## config.mk

```make
export PLATFORM = sky130hd
export DESIGN_NAME = mult_axi_master_flat
export DESIGN_NICKNAME = d
export VERILOG_FILES = /design/src/rtl/mult_axi_pkg.sv /design/src/rtl/mult_axi_master_if.sv /design/src/rtl/mult_axi_watchdog.sv /design/src/rtl/mult_axi_master.sv /design/src/flat_wrapper.sv
export SDC_FILE = /design/constraint.sdc
export NUM_CORES = 1
export LEC_CHECK = 0
export ABC_AREA = 0
export BUFFER_PORTS_ARGS = -buffer_cell sky130_fd_sc_hd__buf_2
export CELL_PAD_IN_SITES_DETAIL_PLACEMENT = 1
export CELL_PAD_IN_SITES_GLOBAL_PLACEMENT = 1
export CORE_MARGIN = 2
export CORE_UTILIZATION = 33
export DETAILED_ROUTE_END_ITERATION = 16
export HOLD_SLACK_MARGIN = 0.05
export MAX_ROUTING_LAYER = met4
export PLACE_DENSITY_LB_ADDON = 0.05
export SLEW_MARGIN = 20
export SYNTH_ARGS = -nofsm -noshare
export SYNTH_HDL_FRONTEND = slang
export SYNTH_SLANG_ARGS = --single-unit
```

## constraint.sdc

```tcl
create_clock -name m1_axi_aclk -period 2.15 [get_ports m1_axi_aclk]
set_clock_uncertainty 0.15 [all_clocks]
set_input_delay 0.1075 -clock m1_axi_aclk [delete_from_list [all_inputs] [get_ports m1_axi_aclk]]
set_output_delay 0.1075 -clock m1_axi_aclk [all_outputs]
set_load 0.02 [all_outputs]
```

## src/rtl/mult_axi_pkg.sv

```systemverilog
// Shared definitions for the multiplier register map and the AXI4-Lite
// master sequencer that drives it.
package mult_axi_pkg;

  // Register offsets inside the multiplier slave
  localparam int OFFS_OPA = 'h10;
  localparam int OFFS_OPB = 'h14;
  localparam int OFFS_RES = 'h18;
  localparam int OFFS_OVF = 'h1C;

  // Single-bit response encoding used on bresp/rresp
  localparam logic RESP_OK = 1'b1;

  // Sequencer states, in the order a clean transaction walks them
  typedef enum logic [3:0] {
    S_IDLE        = 4'd0,
    S_WR_A        = 4'd1,
    S_WR_A_RESP   = 4'd2,
    S_WR_B        = 4'd3,
    S_WR_B_RESP   = 4'd4,
    S_RD_RES      = 4'd5,
    S_RD_RES_DATA = 4'd6,
    S_RD_OVF      = 4'd7,
    S_RD_OVF_DATA = 4'd8,
    S_DONE        = 4'd9
  } state_e;

  // Status codes returned alongside the result
  typedef enum logic [1:0] {
    ERR_OK      = 2'd0,
    ERR_RESP    = 2'd1,
    ERR_TIMEOUT = 2'd2
  } err_e;

  // True for states that wait on a slave handshake and are watchdog guarded
  function automatic logic isWaitState(state_e s);
    logic waitState;
    waitState = 1'b0;
    case (s)
      S_WR_A, S_WR_A_RESP, S_WR_B, S_WR_B_RESP,
      S_RD_RES, S_RD_RES_DATA, S_RD_OVF, S_RD_OVF_DATA: waitState = 1'b1;
      default: waitState = 1'b0;
    endcase
    return waitState;
  endfunction

endpackage

```

## src/rtl/mult_axi_master_if.sv

```systemverilog
// AXI4-Lite bus between the sequencer (master) and the multiplier (slave).
interface mult_axi_master_if #(
  parameter int DATA_WIDTH = 32,
  parameter int ADDR_WIDTH = 8
);

  logic [ADDR_WIDTH-1:0]   awaddr;
  logic                    awvalid;
  logic                    awready;
  logic [DATA_WIDTH-1:0]   wdata;
  logic [DATA_WIDTH/8-1:0] wstrb;
  logic                    wvalid;
  logic                    wready;
  logic                    bresp;
  logic                    bvalid;
  logic                    bready;
  logic [ADDR_WIDTH-1:0]   araddr;
  logic                    arvalid;
  logic                    arready;
  logic [DATA_WIDTH-1:0]   rdata;
  logic                    rresp;
  logic                    rvalid;
  logic                    rready;

  modport master (
    output awaddr, awvalid, wdata, wstrb, wvalid, bready, araddr, arvalid, rready,
    input  awready, wready, bresp, bvalid, arready, rdata, rresp, rvalid
  );

  modport slave (
    input  awaddr, awvalid, wdata, wstrb, wvalid, bready, araddr, arvalid, rready,
    output awready, wready, bresp, bvalid, arready, rdata, rresp, rvalid
  );

endinterface

```

## src/rtl/mult_axi_watchdog.sv

```systemverilog
// Per-state watchdog: cleared on the first cycle of every state, counts the
// cycles spent waiting, and flags expiry so the sequencer can abort.
module mult_axi_watchdog #(
  parameter int TIMEOUT_CYCLES = 256
) (
  input  logic clk,
  input  logic rstn,
  input  logic i_clear,
  input  logic i_enable,
  output logic o_expired
);

  localparam int CW = $clog2(TIMEOUT_CYCLES + 1);
  // Expiry is raised one cycle before the count reaches the limit, so that
  // together with the DONE cycle the done pulse lands TIMEOUT_CYCLES cycles
  // after the waiting state was entered.
  localparam logic [CW-1:0] EXPIRE_AT = CW'(TIMEOUT_CYCLES - 2);
  localparam logic [CW-1:0] SATURATE  = CW'(TIMEOUT_CYCLES - 1);

  logic [CW-1:0] r_count;
  logic [CW-1:0] w_elapsed;

  // Elapsed-cycle counter; the first cycle of a state counts as cycle zero
  always_ff @(posedge clk) begin
    if (!rstn) begin
      r_count <= '0;
    end else if (i_clear) begin
      r_count <= CW'(1);
    end else if (i_enable && (r_count != SATURATE)) begin
      r_count <= r_count + CW'(1);
    end
  end

  assign w_elapsed = i_clear ? '0 : r_count;
  assign o_expired = i_enable && (w_elapsed == EXPIRE_AT);

endmodule

```

## src/rtl/mult_axi_master.sv

```systemverilog
// AXI4-Lite master that runs one multiply transaction on the multiplier
// slave: write A, write B, read result, read overflow flag, then report.
module mult_axi_master
  import mult_axi_pkg::*;
#(
  parameter int DATA_WIDTH     = 32,
  parameter int ADDR_WIDTH     = 8,
  parameter int TIMEOUT_CYCLES = 256
) (
  input  logic                  m1_axi_aclk,
  input  logic                  m1_axi_aresetn,
  input  logic                  start,
  input  logic [DATA_WIDTH-1:0] operand_a,
  input  logic [DATA_WIDTH-1:0] operand_b,
  output logic                  busy,
  output logic                  done,
  output logic [DATA_WIDTH-1:0] result,
  output logic                  overflow,
  output logic [1:0]            err,
  mult_axi_master_if.master     m1_axi
);

  state_e                r_state;
  logic                  r_entry;
  logic [DATA_WIDTH-1:0] r_opB;
  logic [ADDR_WIDTH-1:0] r_awaddr;
  logic                  r_awvalid;
  logic [DATA_WIDTH-1:0] r_wdata;
  logic                  r_wvalid;
  logic                  r_awDone;
  logic                  r_wDone;
  logic                  r_bready;
  logic [ADDR_WIDTH-1:0] r_araddr;
  logic                  r_arvalid;
  logic                  r_rready;
  logic                  r_busy;
  logic                  r_done;
  logic [DATA_WIDTH-1:0] r_result;
  logic                  r_overflow;
  err_e                  r_err;

  logic w_awHs;
  logic w_wHs;
  logic w_awDoneNext;
  logic w_wDoneNext;
  logic w_bHs;
  logic w_arHs;
  logic w_rHs;
  logic w_waitState;
  logic w_expired;

  assign w_awHs       = r_awvalid && m1_axi.awready;
  assign w_wHs        = r_wvalid && m1_axi.wready;
  assign w_awDoneNext = r_awDone || w_awHs;
  assign w_wDoneNext  = r_wDone || w_wHs;
  assign w_bHs        = r_bready && m1_axi.bvalid;
  assign w_arHs       = r_arvalid && m1_axi.arready;
  assign w_rHs        = r_rready && m1_axi.rvalid;
  assign w_waitState  = isWaitState(r_state);

  mult_axi_watchdog #(
    .TIMEOUT_CYCLES(TIMEOUT_CYCLES)
  ) u_watchdog (
    .clk      (m1_axi_aclk),
    .rstn     (m1_axi_aresetn),
    .i_clear  (r_entry),
    .i_enable (w_waitState),
    .o_expired(w_expired)
  );

  // Sequencer FSM; every bus and status output is a register set here.
  // r_entry pulses in the first cycle of each new state to restart the
  // watchdog. A completed handshake always wins over a same-cycle timeout.
  always_ff @(posedge m1_axi_aclk) begin
    if (!m1_axi_aresetn) begin
      r_state    <= S_IDLE;
      r_entry    <= 1'b0;
      r_opB      <= '0;
      r_awaddr   <= '0;
      r_awvalid  <= 1'b0;
      r_wdata    <= '0;
      r_wvalid   <= 1'b0;
      r_awDone   <= 1'b0;
      r_wDone    <= 1'b0;
      r_bready   <= 1'b0;
      r_araddr   <= '0;
      r_arvalid  <= 1'b0;
      r_rready   <= 1'b0;
      r_busy     <= 1'b0;
      r_done     <= 1'b0;
      r_result   <= '0;
      r_overflow <= 1'b0;
      r_err      <= ERR_OK;
    end else begin
      r_done  <= 1'b0;
      r_entry <= 1'b0;
      case (r_state)
        S_IDLE: begin
          if (start) begin
            r_opB     <= operand_b;
            r_err     <= ERR_OK;
            r_busy    <= 1'b1;
            r_awaddr  <= ADDR_WIDTH'(OFFS_OPA);
            r_wdata   <= operand_a;
            r_awvalid <= 1'b1;
            r_wvalid  <= 1'b1;
            r_awDone  <= 1'b0;
            r_wDone   <= 1'b0;
            r_state   <= S_WR_A;
            r_entry   <= 1'b1;
          end
        end

        S_WR_A, S_WR_B: begin
          if (w_awHs) r_awvalid <= 1'b0;
          if (w_wHs)  r_wvalid  <= 1'b0;
          r_awDone <= w_awDoneNext;
          r_wDone  <= w_wDoneNext;
          if (w_awDoneNext && w_wDoneNext) begin
            r_bready <= 1'b1;
            r_state  <= (r_state == S_WR_A) ? S_WR_A_RESP : S_WR_B_RESP;
            r_entry  <= 1'b1;
          end else if (w_expired) begin
            r_awvalid <= 1'b0;
            r_wvalid  <= 1'b0;
            r_err     <= ERR_TIMEOUT;
            r_state   <= S_DONE;
            r_entry   <= 1'b1;
          end
        end

        S_WR_A_RESP: begin
          if (w_bHs) begin
            r_bready <= 1'b0;
            r_entry  <= 1'b1;
            if (m1_axi.bresp == RESP_OK) begin
              r_awaddr  <= ADDR_WIDTH'(OFFS_OPB);
              r_wdata   <= r_opB;
              r_awvalid <= 1'b1;
              r_wvalid  <= 1'b1;
              r_awDone  <= 1'b0;
              r_wDone   <= 1'b0;
              r_state   <= S_WR_B;
            end else begin
              r_err   <= ERR_RESP;
              r_state <= S_DONE;
            end
          end else if (w_expired) begin
            r_bready <= 1'b0;
            r_err    <= ERR_TIMEOUT;
            r_state  <= S_DONE;
            r_entry  <= 1'b1;
          end
        end

        S_WR_B_RESP: begin
          if (w_bHs) begin
            r_bready <= 1'b0;
            r_entry  <= 1'b1;
            if (m1_axi.bresp == RESP_OK) begin
              r_araddr  <= ADDR_WIDTH'(OFFS_RES);
              r_arvalid <= 1'b1;
              r_state   <= S_RD_RES;
            end else begin
              r_err   <= ERR_RESP;
              r_state <= S_DONE;
            end
          end else if (w_expired) begin
            r_bready <= 1'b0;
            r_err    <= ERR_TIMEOUT;
            r_state  <= S_DONE;
            r_entry  <= 1'b1;
          end
        end

        S_RD_RES, S_RD_OVF: begin
          if (w_arHs) begin
            r_arvalid <= 1'b0;
            r_rready  <= 1'b1;
            r_state   <= (r_state == S_RD_RES) ? S_RD_RES_DATA : S_RD_OVF_DATA;
            r_entry   <= 1'b1;
          end else if (w_expired) begin
            r_arvalid <= 1'b0;
            r_err     <= ERR_TIMEOUT;
            r_state   <= S_DONE;
            r_entry   <= 1'b1;
          end
        end

        S_RD_RES_DATA: begin
          if (w_rHs) begin
            r_rready <= 1'b0;
            r_entry  <= 1'b1;
            if (m1_axi.rresp == RESP_OK) begin
              r_result  <= m1_axi.rdata;
              r_araddr  <= ADDR_WIDTH'(OFFS_OVF);
              r_arvalid <= 1'b1;
              r_state   <= S_RD_OVF;
            end else begin
              r_err   <= ERR_RESP;
              r_state <= S_DONE;
            end
          end else if (w_expired) begin
            r_rready <= 1'b0;
            r_err    <= ERR_TIMEOUT;
            r_state  <= S_DONE;
            r_entry  <= 1'b1;
          end
        end

        S_RD_OVF_DATA: begin
          if (w_rHs) begin
            r_rready <= 1'b0;
            r_entry  <= 1'b1;
            r_state  <= S_DONE;
            if (m1_axi.rresp == RESP_OK) begin
              r_overflow <= m1_axi.rdata[0];
            end else begin
              r_err <= ERR_RESP;
            end
          end else if (w_expired) begin
            r_rready <= 1'b0;
            r_err    <= ERR_TIMEOUT;
            r_state  <= S_DONE;
            r_entry  <= 1'b1;
          end
        end

        S_DONE: begin
          r_done  <= 1'b1;
          r_busy  <= 1'b0;
          r_state <= S_IDLE;
          r_entry <= 1'b1;
        end

        default: begin
          r_state <= S_IDLE;
          r_busy  <= 1'b0;
        end
      endcase
    end
  end

  assign m1_axi.awaddr  = r_awaddr;
  assign m1_axi.awvalid = r_awvalid;
  assign m1_axi.wdata   = r_wdata;
  assign m1_axi.wstrb   = '1;
  assign m1_axi.wvalid  = r_wvalid;
  assign m1_axi.bready  = r_bready;
  assign m1_axi.araddr  = r_araddr;
  assign m1_axi.arvalid = r_arvalid;
  assign m1_axi.rready  = r_rready;

  assign busy     = r_busy;
  assign done     = r_done;
  assign result   = r_result;
  assign overflow = r_overflow;
  assign err      = r_err;

endmodule

```

## src/flat_wrapper.sv

```systemverilog
// flat-port wrapper written by rule: the top's interface ports become plain ports
module mult_axi_master_flat import mult_axi_pkg::*;
#(
  parameter int DATA_WIDTH     = 32,
  parameter int ADDR_WIDTH     = 8,
  parameter int TIMEOUT_CYCLES = 256
)
  (m1_axi_aclk, m1_axi_aresetn, start, operand_a, operand_b, busy, done, result, overflow, err, m1_axi_awaddr, m1_axi_awvalid, m1_axi_wdata, m1_axi_wstrb, m1_axi_wvalid, m1_axi_bready, m1_axi_araddr, m1_axi_arvalid, m1_axi_rready, m1_axi_awready, m1_axi_wready, m1_axi_bresp, m1_axi_bvalid, m1_axi_arready, m1_axi_rdata, m1_axi_rresp, m1_axi_rvalid);
  mult_axi_master_if #(.DATA_WIDTH(DATA_WIDTH), .ADDR_WIDTH(ADDR_WIDTH)) m1_axi_i ();
  input  logic m1_axi_aclk;
  input  logic m1_axi_aresetn;
  input  logic start;
  input  logic [DATA_WIDTH-1:0] operand_a;
  input  logic [DATA_WIDTH-1:0] operand_b;
  output logic busy;
  output logic done;
  output logic [DATA_WIDTH-1:0] result;
  output logic overflow;
  output logic [1:0] err;
  output wire logic [$bits(m1_axi_i.awaddr)-1:0] m1_axi_awaddr;
  output wire logic [$bits(m1_axi_i.awvalid)-1:0] m1_axi_awvalid;
  output wire logic [$bits(m1_axi_i.wdata)-1:0] m1_axi_wdata;
  output wire logic [$bits(m1_axi_i.wstrb)-1:0] m1_axi_wstrb;
  output wire logic [$bits(m1_axi_i.wvalid)-1:0] m1_axi_wvalid;
  output wire logic [$bits(m1_axi_i.bready)-1:0] m1_axi_bready;
  output wire logic [$bits(m1_axi_i.araddr)-1:0] m1_axi_araddr;
  output wire logic [$bits(m1_axi_i.arvalid)-1:0] m1_axi_arvalid;
  output wire logic [$bits(m1_axi_i.rready)-1:0] m1_axi_rready;
  input wire logic [$bits(m1_axi_i.awready)-1:0] m1_axi_awready;
  input wire logic [$bits(m1_axi_i.wready)-1:0] m1_axi_wready;
  input wire logic [$bits(m1_axi_i.bresp)-1:0] m1_axi_bresp;
  input wire logic [$bits(m1_axi_i.bvalid)-1:0] m1_axi_bvalid;
  input wire logic [$bits(m1_axi_i.arready)-1:0] m1_axi_arready;
  input wire logic [$bits(m1_axi_i.rdata)-1:0] m1_axi_rdata;
  input wire logic [$bits(m1_axi_i.rresp)-1:0] m1_axi_rresp;
  input wire logic [$bits(m1_axi_i.rvalid)-1:0] m1_axi_rvalid;
  assign m1_axi_awaddr = m1_axi_i.awaddr;
  assign m1_axi_awvalid = m1_axi_i.awvalid;
  assign m1_axi_wdata = m1_axi_i.wdata;
  assign m1_axi_wstrb = m1_axi_i.wstrb;
  assign m1_axi_wvalid = m1_axi_i.wvalid;
  assign m1_axi_bready = m1_axi_i.bready;
  assign m1_axi_araddr = m1_axi_i.araddr;
  assign m1_axi_arvalid = m1_axi_i.arvalid;
  assign m1_axi_rready = m1_axi_i.rready;
  assign m1_axi_i.awready = m1_axi_awready;
  assign m1_axi_i.wready = m1_axi_wready;
  assign m1_axi_i.bresp = m1_axi_bresp;
  assign m1_axi_i.bvalid = m1_axi_bvalid;
  assign m1_axi_i.arready = m1_axi_arready;
  assign m1_axi_i.rdata = m1_axi_rdata;
  assign m1_axi_i.rresp = m1_axi_rresp;
  assign m1_axi_i.rvalid = m1_axi_rvalid;
  mult_axi_master #(.DATA_WIDTH(DATA_WIDTH), .ADDR_WIDTH(ADDR_WIDTH), .TIMEOUT_CYCLES(TIMEOUT_CYCLES)) u_core (.m1_axi_aclk(m1_axi_aclk), .m1_axi_aresetn(m1_axi_aresetn), .start(start), .operand_a(operand_a), .operand_b(operand_b), .busy(busy), .done(done), .result(result), .overflow(overflow), .err(err), .m1_axi(m1_axi_i));
endmodule
```

==> reports/metrics.yaml <==
avgSynthCellArea_um2: 8.63
antenna_left: 0
vias: 5826
cts_made_buffers: 17
wl_um: 19600
rows: 48
r2r_cells: 9
cts_tree: "built"
cp_slowest_cell: "or3b_2"
irDropWorstVdd_mv: 0.534
pwr-share-seq_pct: 41.0
status: "finished clean"
synth.most_common_cell: "nand2_1"
synth_commonest_cells: "175 x nand2_1, 127 x dfxtp_1, 67 x a21boi_0"
hold_depth: 5
path_class: "flip-flop to flip-flop"
die_h_um: 136
clk_pin_slew_ns: 0.05
worst_slew_pin_slew_ns: 0.513
place_hpwl_um: 12900
hold_ws_ns: 0.0723
drt_iter0_drc: 182
fp.coreArea_um2: 17200
hold_viol: 0
synth_area_leaders: "dfxtp_1 44%, nand2_1 11%, a21boi_0 8.7%"
setup_viol: 0
stdcell_count: 1206
hold_start: "m1_axi_bresp"
drcViolationCount: 0
portBuffers: 184
crit_fanout: 4
seq_area_frac_synth_pct: 44.1
grt_start_max_net_pins: 52
clkLatencyLatePin_ns: 0.41
reg2reg_from: "u_core.u_watchdog.r_count[1]"
drive_above_1_share_pct: 29.1
r2r_end: "u_core.u_watchdog.r_count[7]"
drv_slew: 0
relSlewSlack_pct: 65.8
ctsLongestPathBuffers: 2
viasPerCell: 4.83
fin_nets: 1078
root_buffer: "clkbuf_16"
swShare_pct: 25.5
grt_antenna_before_repair: 1
placed_cells: 1074
ys.warnings.count: 0
htree_levels: 4
slowest_delay_ns: 0.45
syn2layout_area_growth_pct: 52.3
cellPowerDensity_nw_per_um2: 707
die_w_um: 136
critPathLaunchType: "flip-flop"
ys_ff_latch: 127
fmax_mhz: 483
hold_end: "u_core.m1_axi.awaddr[2]"
die-area_um2: 18500
critPathCaptureType: "flip-flop"
hold_path.class: "input pin to flip-flop"
grtUsageTotal_pct: 21.5
globalplace.congestion: 0.901
netlist_area_um2: 5760
critical_path_arrival_ns: 2.20
worstPathCellList: "ha_2, inv_1, nor3_1, ha_1, nor2b_1, and3_1, or3b_2, xor2_1, nor2_1"
ys_types: 55
syn_inst: 667
wire_per_inst_um: 16.2
grt_pass1_vias: 6100
reg2reg_setup_slack_ns: 0.08
post-route-min-period_ns: 2.07
yosys.area.top_type: "dfxtp_1"
leakagePower_nw: 4.03
synthArstFlopShare_pct: 0
initial_core_util_pct: 33.5
period_share_pct: 96.2
synth_enable_flop_cells: 0
grt_pass1_wl_um: 30300
finalPower_w: 0.00620
power.switching_w: 0.00158
io_pins: 200
combPwrFrac_pct: 14.1
synth_top_area_share_pct: 44.1
pwr-share-clk_pct: 44.8
cp_data_required_time_ns: 2.28
cts_sinks: 127
p_int_w: 0.00462
cap_viol_max_count: 0
globalRouteOverflowTotal: 0
synth_ff_type: "dfxtp_1"
first_pass_iters: 4
## cell families (layout without fill, tap and decap cells)
| kind of cell | count (synthesis) | in the layout | synth area share [%] |
|---|---|---|---|
| and+or+nand+nor | 257 | 257 | 19.6 |
| muxes | 36 | 36 | 6.28 |
| adders and majority gates | 2 | 2 | 0.434 |
| DFF | 127 | 127 | 44.1 |
| xor gates and xnor gates | 7 | 7 | 1.06 |
| other | 2 | 16 | 0.130 |
| AOI/OAI and AO/OA | 163 | 163 | 22.2 |
| buffers and inverters | 73 | 373 | 6.17 |
## state kept, by name, summed over array words and instances, names as in the netlist, 2 cells and up
name / cells
u_core.m1_axi.wdata: 32
u_core.r_opB: 32
u_core.result: 32
u_core.u_watchdog.r_count: 9
u_core.r_state: 4
u_core.err: 2
u_core.m1_axi.araddr: 2
u_core.m1_axi.awaddr: 2
## cell usage in the layout, fill, tap and decap left out, types with 2 or more instances in the layout
cell	synthesis	layout
nand3_1	8	8
and2_1	6	6
a31oi_1	3	3
clkbuf_1	30	2
a211oi_1	2	2
nor3_1	6	6
conb_1	2	15
buf_12	0	6
buf_4	16	46
o211ai_1	2	2
xor2_1	7	7
nand4_1	4	4
o21a_1	3	3
dfxtp_1	127	126
bufinv_16	0	2
clkinv_4	0	2
o21ai_0	15	14
nand2b_1	5	5
nor2_1	24	23
buf_2	17	183
nor2b_1	6	6
and3_1	5	5
dlygate4sd3_1	0	100
o211a_1	34	34
a211o_1	4	4
a21o_1	3	3
inv_1	8	8
a221oi_1	2	2
nand2_1	175	175
o221a_2	3	3
or2_2	2	2
clkinvlp_4	0	3
clkbuf_16	0	18
nor4_1	3	2
a21boi_0	67	67
a21oi_1	14	14
mux2i_1	35	35
o2111ai_1	3	3
## worst max-delay path by stage
stage          slack (ns)  depth (start not counted)                    startpoint                           end
2_1_floorplan        0.01                         10  u_core.u_watchdog.r_count[0]  u_core.u_watchdog.r_count[7]
3_3_place_gp        -0.06                          7             u_core.r_state[3]             u_core.r_state[3]
3_5_place_dp         0.02                          7             u_core.r_state[3]             u_core.r_state[3]
4_1_cts              0.02                          9  u_core.u_watchdog.r_count[1]  u_core.u_watchdog.r_count[7]
5_1_grt             -0.02                          9  u_core.u_watchdog.r_count[0]  u_core.u_watchdog.r_count[7]
6_report             0.08                          9  u_core.u_watchdog.r_count[1]  u_core.u_watchdog.r_count[7]
## per-stage QoR
stage               setup slack [ns]  cell area (um2)  utilization (%)  TNS [ns]
global route                 -0.0248             8770             51.1   -0.0248
detailed placement            0.0160             7150             41.6         0
global placement             -0.0615             7150             41.6   -0.0615
finish                        0.0815             8770             51.1         0
CTS                           0.0226             8710             50.7         0
floorplan                     0.0110             5810                -         0
## power groups by stage
stage               Clock [W]  Sequential (W)  Combinational [W]
finish                0.00278         0.00254           0.000877
CTS                   0.00285         0.00254           0.000873
global route          0.00296         0.00256           0.000959
detailed placement          0         0.00259           0.000725
floorplan                   0         0.00266           0.000350
global placement            0         0.00259           0.000710
## critical path: cells and delay by family (launching register included)
kind | cells | cell delay (ns)
AND/OR/NAND/NOR | 5 | 0.88
adder cells (fa/ha/maj) | 2 | 0.36
flip-flops | 1 | 0.33
XOR/XNOR | 1 | 0.15
buffers and inverters | 1 | 0.05
## routing by layer
| layer | GRT usage (%) | routed length [um] | vias to the layer above |
|---|---|---|---|
| li1 | - | - | 2863 |
| met1 | 25.8 | 8580 | 2783 |
| met2 | 36.1 | 9770 | 155 |
| met3 | 3.84 | 870 | 25 |
| met4 | 7.93 | 378 | 0 |
| met5 | - | 0 | - |
## area by class of cell
type	instances	area, um2
antenna	1	2.50
clock buffer	20	447
clock inverter	9	114
fill	2068	8400
inverter	8	30.0
multi-input combinational	480	2950
sequential	127	2540
tap	225	282
timing repair buffer	336	2410
## what timing repair did
action,in CTS,in global routing
hold buffers,100,0
cloned,0,1
pin swaps,0,1
hold endpoints to repair,107,0
endpoints found under the setup margin,1,10
gates resized for setup,1,7
setup buffers,0,1
No activity file was read; power rests on OpenSTA's default activity.
